[src/rtl/fan_pwm_ctrl.sv]
// Fan controller: samples temperature, picks a speed level with hysteresis,
// ramps the PWM duty toward that level's target and drives the fan pin.
module fan_pwm_ctrl #(
    parameter int PWM_PERIOD = 1000,
    parameter int SAMPLE_DIV = 100000,
    parameter int THR_LOW    = 75,
    parameter int THR_MED    = 85,
    parameter int THR_HIGH   = 95,
    parameter int HYST       = 2,
    parameter int DUTY_LOW   = 400,
    parameter int DUTY_MED   = 700,
    parameter int RAMP_STEP  = 50
) (
    input  logic                              clk,
    input  logic                              rst_n,
    input  logic [7:0]                        temp_f,
    input  logic                              enable,
    output logic                              pwm_out,
    output logic [1:0]                        speed_level,
    output logic [$clog2(PWM_PERIOD+1)-1:0]   duty
);
    localparam int DW  = $clog2(PWM_PERIOD + 1);
    localparam int SCW = (SAMPLE_DIV > 1) ? $clog2(SAMPLE_DIV) : 1;
    localparam int PCW = $clog2(PWM_PERIOD);

    typedef enum logic [1:0] {OFF = 2'd0, LOW = 2'd1, MED = 2'd2, HIGH = 2'd3} state_t;

    state_t          state, state_nx, up_lvl;
    logic [SCW-1:0]  sample_cnt;
    logic [PCW-1:0]  pwm_cnt;
    logic [7:0]      temp_q, eval_temp;
    logic [8:0]      t9, thr_cur;
    logic [DW-1:0]   target, duty_nx;
    logic            sample_edge, period_end;

    assign sample_edge = (sample_cnt == SCW'(SAMPLE_DIV - 1));
    assign period_end  = (pwm_cnt == PCW'(PWM_PERIOD - 1));

    always_ff @(posedge clk or negedge rst_n) begin
        if (!rst_n) begin
            sample_cnt <= '0;
            pwm_cnt    <= '0;
            temp_q     <= '0;
        end else begin
            sample_cnt <= sample_edge ? '0 : sample_cnt + 1'b1;
            pwm_cnt    <= period_end ? '0 : pwm_cnt + 1'b1;
            if (sample_edge)
                temp_q <= temp_f;
        end
    end

    // Between samples the level flags see the held sample, so they only move on sample edges.
    assign eval_temp = sample_edge ? temp_f : temp_q;
    assign t9        = {1'b0, eval_temp};

    // FSM: state register
    always_ff @(posedge clk or negedge rst_n) begin
        if (!rst_n) state <= OFF;
        else        state <= state_nx;
    end

    // FSM: next state
    always_comb begin
        up_lvl = OFF;
        if      (t9 >= 9'(THR_HIGH)) up_lvl = HIGH;
        else if (t9 >= 9'(THR_MED))  up_lvl = MED;
        else if (t9 >= 9'(THR_LOW))  up_lvl = LOW;

        thr_cur = '0;
        case (state)
            LOW:     thr_cur = 9'(THR_LOW);
            MED:     thr_cur = 9'(THR_MED);
            HIGH:    thr_cur = 9'(THR_HIGH);
            default: thr_cur = '0;
        endcase

        state_nx = state;
        if (!enable) begin
            state_nx = OFF;
        end else if (sample_edge) begin
            if (up_lvl > state)
                state_nx = up_lvl;
            else if (state != OFF && (t9 + 9'(HYST)) < thr_cur)
                state_nx = state_t'(state - 2'd1);
        end
    end

    // FSM: outputs
    always_comb begin
        speed_level = state;
        case (state)
            LOW:     target = DW'(DUTY_LOW);
            MED:     target = DW'(DUTY_MED);
            HIGH:    target = DW'(PWM_PERIOD);
            default: target = '0;
        endcase
    end

    // Ramp toward target, clamped so it never crosses it.
    always_comb begin
        int d, t;
        d       = int'(duty);
        t       = int'(target);
        duty_nx = duty;
        if (d < t)
            duty_nx = (d + RAMP_STEP >= t) ? target : DW'(d + RAMP_STEP);
        else if (d > t)
            duty_nx = (d - RAMP_STEP <= t) ? target : DW'(d - RAMP_STEP);
    end

    always_ff @(posedge clk or negedge rst_n) begin
        if (!rst_n) begin
            duty    <= '0;
            pwm_out <= 1'b0;
        end else if (!enable) begin
            duty    <= '0;
            pwm_out <= 1'b0;
        end else begin
            if (period_end)
                duty <= duty_nx;
            pwm_out <= (DW'(pwm_cnt) < duty);
        end
    end
endmodule
[config.mk]
export PLATFORM = sky130hd
export DESIGN_NAME = fan_pwm_ctrl
export DESIGN_NICKNAME = d
export VERILOG_FILES = /design/src/rtl/fan_pwm_ctrl.sv
export SDC_FILE = /design/constraint.sdc
export NUM_CORES = 1
export LEC_CHECK = 0
export BUFFER_PORTS_ARGS = -buffer_cell sky130_fd_sc_hd__buf_2
export CAP_MARGIN = 10
export CORE_AREA = 3 3 120 122
export DETAILED_ROUTE_END_ITERATION = 6
export DIE_AREA = 0 0 123 125
export GPL_TIMING_DRIVEN = 0
export PLACE_DENSITY = 0.49
export SYNTH_ARGS = -nofsm -noshare
export SYNTH_HDL_FRONTEND = slang
export SYNTH_SLANG_ARGS = --single-unit
[constraint.sdc]
create_clock -name clk -period 8.99 [get_ports clk]
set_clock_uncertainty 0.2 [all_clocks]
set_input_delay 0.4495 -clock clk [delete_from_list [all_inputs] [get_ports clk]]
set_output_delay 0.4495 -clock clk [all_outputs]
set_load 0.03 [all_outputs]
After elaboration in Yosys (flattened, before gate mapping)
Cells that the tools add are included.
{"block": "word_totals", "register_bits": 48, "in_bits": 11, "out_inout_bits": 13, "word_cells": 54}
{"block": "op_classes", "add_sub_neg": 6, "n_lt_le_gt_ge": 10, "n_eq_ne": 9, "muxes": 19, "n_reduce_logical": 4}
{"operator": "2-to-1 mux 10 bit", "count": 7}
{"operator": "greater-or-equal comparator 32 x 11 -> 1 bit", "count": 1}
{"operator": "less-or-equal comparator 32 x 11 -> 1 bit", "count": 1}
{"operator": "case mux 10 bit (3 select lines)", "count": 1}
{"operator": "greater-or-equal comparator 8 x 7 -> 1 bit, second input constant", "count": 3}
{"operator": "case mux 7 bit (3 select lines)", "count": 1}
{"operator": "less-than comparator 10 bit", "count": 2}
{"operator": "adder 17 x 1 -> 17 bit, second input constant", "count": 1}
{"operator": "equality test 17 bit, second input constant", "count": 1}
{"operator": "2-to-1 mux 17 bit", "count": 1}
{"operator": "2-to-1 mux 2 bit", "count": 6}
{"operator": "adder 10 x 6 -> 11 bit, second input constant", "count": 1}
{"operator": "subtractor 10 x 6 -> 11 bit, second input constant", "count": 1}
{"operator": "adder 10 x 1 -> 10 bit, second input constant", "count": 1}
{"operator": "equality test 10 bit, second input constant", "count": 1}
{"operator": "> comparator 10 bit", "count": 1}
{"operator": "adder 8 x 2 -> 9 bit, second input constant", "count": 1}
{"operator": "less-than comparator 9 bit", "count": 1}
{"operator": "2-to-1 mux 8 bit", "count": 1}
{"operator": "inequality test 3 x 1 -> 1 bit, second input constant", "count": 2}
{"operator": "equality test 2 bit, second input constant", "count": 2}
{"operator": "inequality test 2 x 1 -> 1 bit, second input constant", "count": 2}
{"operator": "AND reduction 2 bit", "count": 2}
{"operator": "equality test 2 x 1 -> 1 bit, second input constant", "count": 1}
{"operator": "other kinds (5)", "count": 6}

Logic depth before layout (Yosys ltp)
{"block": "depth", "depth_word": 10, "mapped_depth": 18, "mapped_depth_nobuf": 15}

Least setup slack after synthesis
OpenSTA, ideal clock, no wires.
{"block": "synth_path", "path_type": "reg2reg", "startpoint": "register sample_cnt[0]", "endpoint": "register state[1] (netlist: speed_level[1])", "setup_ns": 0.127, "arrival_ns": 3.315, "t_required_ns": 8.663, "slack_ns": 5.348, "path_stages_with_launch": 19, "n_path_buf": 4, "synth_period_minus_slack_ns": 3.642, "cell_sequence": "dfrtp_1 ha_1 and4_1 buf_6 and4_1 buf_6 buf_6 clkbuf_1 nand2_1 nand2_1 ha_1 ha_1 a21o_1 a21o_1 a21oi_1 o21ai_0 a21oi_1 and4_1 nor4_2"}
{"block": "synth_between", "elab_chain_cells": 10}
{"element": "from (decl)", "line": "29", "source": "logic [SCW-1:0] sample_cnt;"}
{"element": "from (signal assigned)", "line": "45", "source": "sample_cnt <= sample_edge ? '0 : sample_cnt + 1'b1;"}
{"element": "equality test 17 bit (*)", "line": "36", "source": "assign sample_edge = (sample_cnt == SCW'(SAMPLE_DIV - 1));"}
{"element": "2-to-1 mux 8 bit (*)", "line": "53", "source": "assign eval_temp = sample_edge ? temp_f : temp_q;"}
{"element": "named net eval_temp[1]", "line": "31", "source": "logic [7:0] temp_q, eval_temp;"}
{"element": "branches (longest 8 deep; another with adder 8 x 2 -> 9 bit)"}
{"element": "to (signal assigned)", "line": "59", "source": "else state <= state_nx;"}
{"element": "to (decl)", "line": "28", "source": "state_t state, state_nx, up_lvl;"}
Mark *: on every way through the listed nets, which the timed path passes. The select of a mux whose other input is x is not followed.
A chain may end at the register's enable or synchronous reset.

Worst setup path after layout
{"block": "layout_path", "startpoint": "register state[0] (netlist: speed_level[0])", "endpoint": "register duty[3]"}
{"block": "layout_between", "elab_chain_cells": 8}
{"element": "equality test 2 bit / equality test 2 x 1 -> 1 bit (equally long branches)", "line": "91", "source": "case (state)"}
{"element": "case mux 10 bit (3 select lines) (*)", "line": "91"}
{"element": "less-or-equal comparator 32 x 11 -> 1 bit", "line": "108", "source": "duty_nx = (d - RAMP_STEP <= t) ? target : DW'(d - RAMP_STEP);"}
{"element": "2-to-1 mux 10 bit", "line": "108"}
{"element": "2-to-1 mux 10 bit", "line": "107", "source": "else if (d > t)"}
{"element": "2-to-1 mux 10 bit", "line": "105", "source": "if (d < t)"}
{"element": "2-to-1 mux 10 bit", "line": "119", "source": "if (period_end)"}
{"element": "2-to-1 mux 10 bit", "line": "115", "source": "end else if (!enable) begin"}
{"element": "to (signal assigned)", "line": "120", "source": "duty <= duty_nx;"}
{"element": "to (decl)", "line": "20", "source": "output logic [$clog2(PWM_PERIOD+1)-1:0] duty"}
Mark *: on every way between the ends. The rest lies on a longest branch, timed or not. The select of a mux whose other input is x is not followed.

==> qor.yml <==
layout.nets: 540
clkPwrFrac_pct: 46.6
post_drt_wl_per_cell_um: 15.6
coreArea_sq_mm: 0.0133
drtIter0Drc: 252
vias_per_cell: 5.20
postCtsResizedCells: 0
tightestPinTransition_ps: 1100
regToRegSetupSlack_ps: 4730
avgSynthCellArea_sq_um: 8.97
period_share_pct: 47.4
status: "completed"
numCtsBuffers: 5
ys_top_cells_by_area: "dfrtp_1 (29%), ha_1 (16%), xnor2_1 (5.0%), nand2_1 (4.0%), nor2_1 (3.6%)"
grt_pass1_wl_mm: 16.8
postLayoutSetupSlackWorst_ps: 4730
die_h_um: 125
root_buffer: "clkbuf_16"
antenna_found_initial: 1
post-place-ws_ps: 4680
rr_worst_depth: 12
synth_cells: 447
n_antenna_cell: 0
cp-start-kind: "flip-flop"
p_sw_w: 0.000101
synth_top_area_share_pct: 29.3
hold_path.class: "in -> reg"
critPathKind: "reg -> reg"
timing.fmax_ghz: 0.235
seq_area_frac_synth_pct: 29.3
syn_nets: 509
peakVddDrop_v: 0.0000642
clockBufferDepth: 2
post-route-min-period_ps: 4260
holdPathStages: 3
postCtsSetupRepairBufs: 0
p_leak_nw: 2.01
sw_frac_of_total_pct: 23.5
die-area_sq_mm: 0.0154
rows: 42
numPortBuffers: 22
grt_pass1_vias: 3326
vias: 3406
crit_fanout: 13
clock_latency_ps: 300
internal_power_w: 0.000330
combinationalPowerShare_pct: 4.3
clock_sinks: 47
ys.flop_type: "dfrtp_1"
fin_util_pct: 34.0
place_inst: 645
grt_max_degree: 48
post-route-drc-count: 0
ys_ff_latch: 47
initial_core_util_pct: 30.1
io-pin-count: 24
cap_violations: 0
gp_congestion: 0.885
power.density_mw_per_mm2: 95.3
rsz0062_at_grt: "false"
setup_viol: 0
instances_no_fill: 655
min_from: "temp_f[4]"
pwr-share-seq_pct: 49.1
synth_top_cell_by_area: "dfrtp_1"
ys_warn_count: 0
synth_edf_count: 0
dp_hpwl_mm: 7.69
finalMaxSlewViolations: 0
grt_overflow: 0
final-hold-violation-count: 0
cts-hold-fix-buffers: 0
synthArstFlopShare_pct: 100
antenna_left: 0
clk_pin_slew_worst_paths_ps: 70
ys_top_cells_by_count: "ha_1 (51), dfrtp_1 (47), nand2_1 (43), nor2_1 (38), xnor2_1 (23)"
yosysMostFrequentCell: "ha_1"
firstDrtPassIters: 5
area_delta_synth_final_pct: 12.8
r2r_start: "speed_level[0]"
slew_headroom_pct: 26.3
synth_area_sq_mm: 0.00401
grt_usage_pct: 13.5
drive_gt1_share_pct: 10.6
crit_arrival_ps: 4240
cts_tree: "done"
htreeDepth: 2
tns_ps: 0
crit_required_ps: 8970
synth_cell_types: 65
die_w_um: 123
holdWs_ps: 232
critPathLaunch: "speed_level[0]"
drt-total-wl_mm: 10.2
crit_path_end_kind: "flip-flop"
[cells by family (layout without fill, tap and decap cells)]
group / after synthesis / after routing / share of synthesized area (%)
and+or+nand+nor: 172 / 172 / 22.6
AOI/OAI and AO/OA: 91 / 91 / 16.1
adders and majority gates: 51 / 51 / 15.9
DFF: 47 / 47 / 29.3
xor gates and xnor gates: 37 / 37 / 8.09
buffers and inverters: 36 / 68 / 4.62
muxes: 12 / 12 / 3.22
other: 1 / 1 / 0.0936
[flip-flops by register name (all words and copies together), names as in the netlist]
name,cells
speed_level,2
pwm_out,1
sample_cnt,17
duty,9
pwm_cnt,10
temp_q,8
[layout by cell type (no fill, tap or decap), types with 3 or more instances in the layout]
master     count
nand2b_1       3
nand3_1       22
buf_2         24
nor2b_1        3
nor2_1        38
buf_6          5
nor4_1         3
nor3_1        11
mux2i_1        8
a31oi_1        3
nand4_1       11
and4_1         5
xor2_1        14
o211ai_1       8
a21o_1         8
o21ai_0       18
mux2_2         3
a2111oi_0      3
or3_1          4
clkbuf_1       5
xnor2_1       23
and3_1         8
dfrtp_1       47
and2_1         4
ha_1          51
nor4bb_1       6
nand2_1       43
a21oi_1       13
inv_1         21
clkbuf_16      5
o21a_1        11
[layer usage]
metal	share of wire [%]	global-route usage (%)	vias up
met5	0.13	0	-
met4	1.8	3.97	2
met3	3.8	2.44	14
met2	46	21.3	63
met1	49	18.9	1628
li1	-	-	1699
[power by group through the flow]
| stage | registers [W] | logic [W] | clock network, W |
|---|---|---|---|
| 5_1_grt | 0.000212 | 0.0000213 | 0.000217 |
| 4_1_cts | 0.000212 | 0.0000177 | 0.000209 |
| 2_1_floorplan | 0.000216 | 0.00000697 | 0 |
| 3_5_place_dp | 0.000216 | 0.0000175 | 0 |
| 3_3_place_gp | 0.000216 | 0.0000174 | 0 |
| 6_report | 0.000212 | 0.0000184 | 0.000201 |
[worst paths after layout]
kind	end
max	duty[3]
min	temp_q[4]
max reg2reg	duty[3]
min reg2reg	pwm_cnt[0]
max in group asynchronous	duty[1]
min in group asynchronous	temp_q[4]
[worst max-delay path: stages (launching register included)]
cell and delay [ps]:
dfrtp_1 540, inv_1 180, ha_1 340, nor2_1 870, ha_1 250, nor2b_1 140
o31ai_1 80, a21oi_1 290, a2bb2oi_1 410, and2_0 180, clkbuf_1 370, o21ai_0 180
o311ai_1 120
[metrics by stage]
step	cell area, sq um	power, W
finish	4520	0.000431
global route	4520	0.000450
CTS	4490	0.000438
detailed placement	4340	0.000233
global placement	4340	0.000233
floorplan	4010	0.000223
[area by class of cell]
| type | instances | area [sq um] |
|---|---|---|
| repair buffers | 24 | 140 |
| clock buffers | 7 | 143 |
| plain buffers | 14 | 101 |
| well taps | 176 | 220 |
| multi-input cells | 364 | 2650 |
| clock inverters | 1 | 8.76 |
| flip-flops and latches | 47 | 1180 |
| inverters | 22 | 83.8 |
| fillers | 1385 | 8780 |
No activity file was read; power rests on OpenSTA's default activity.
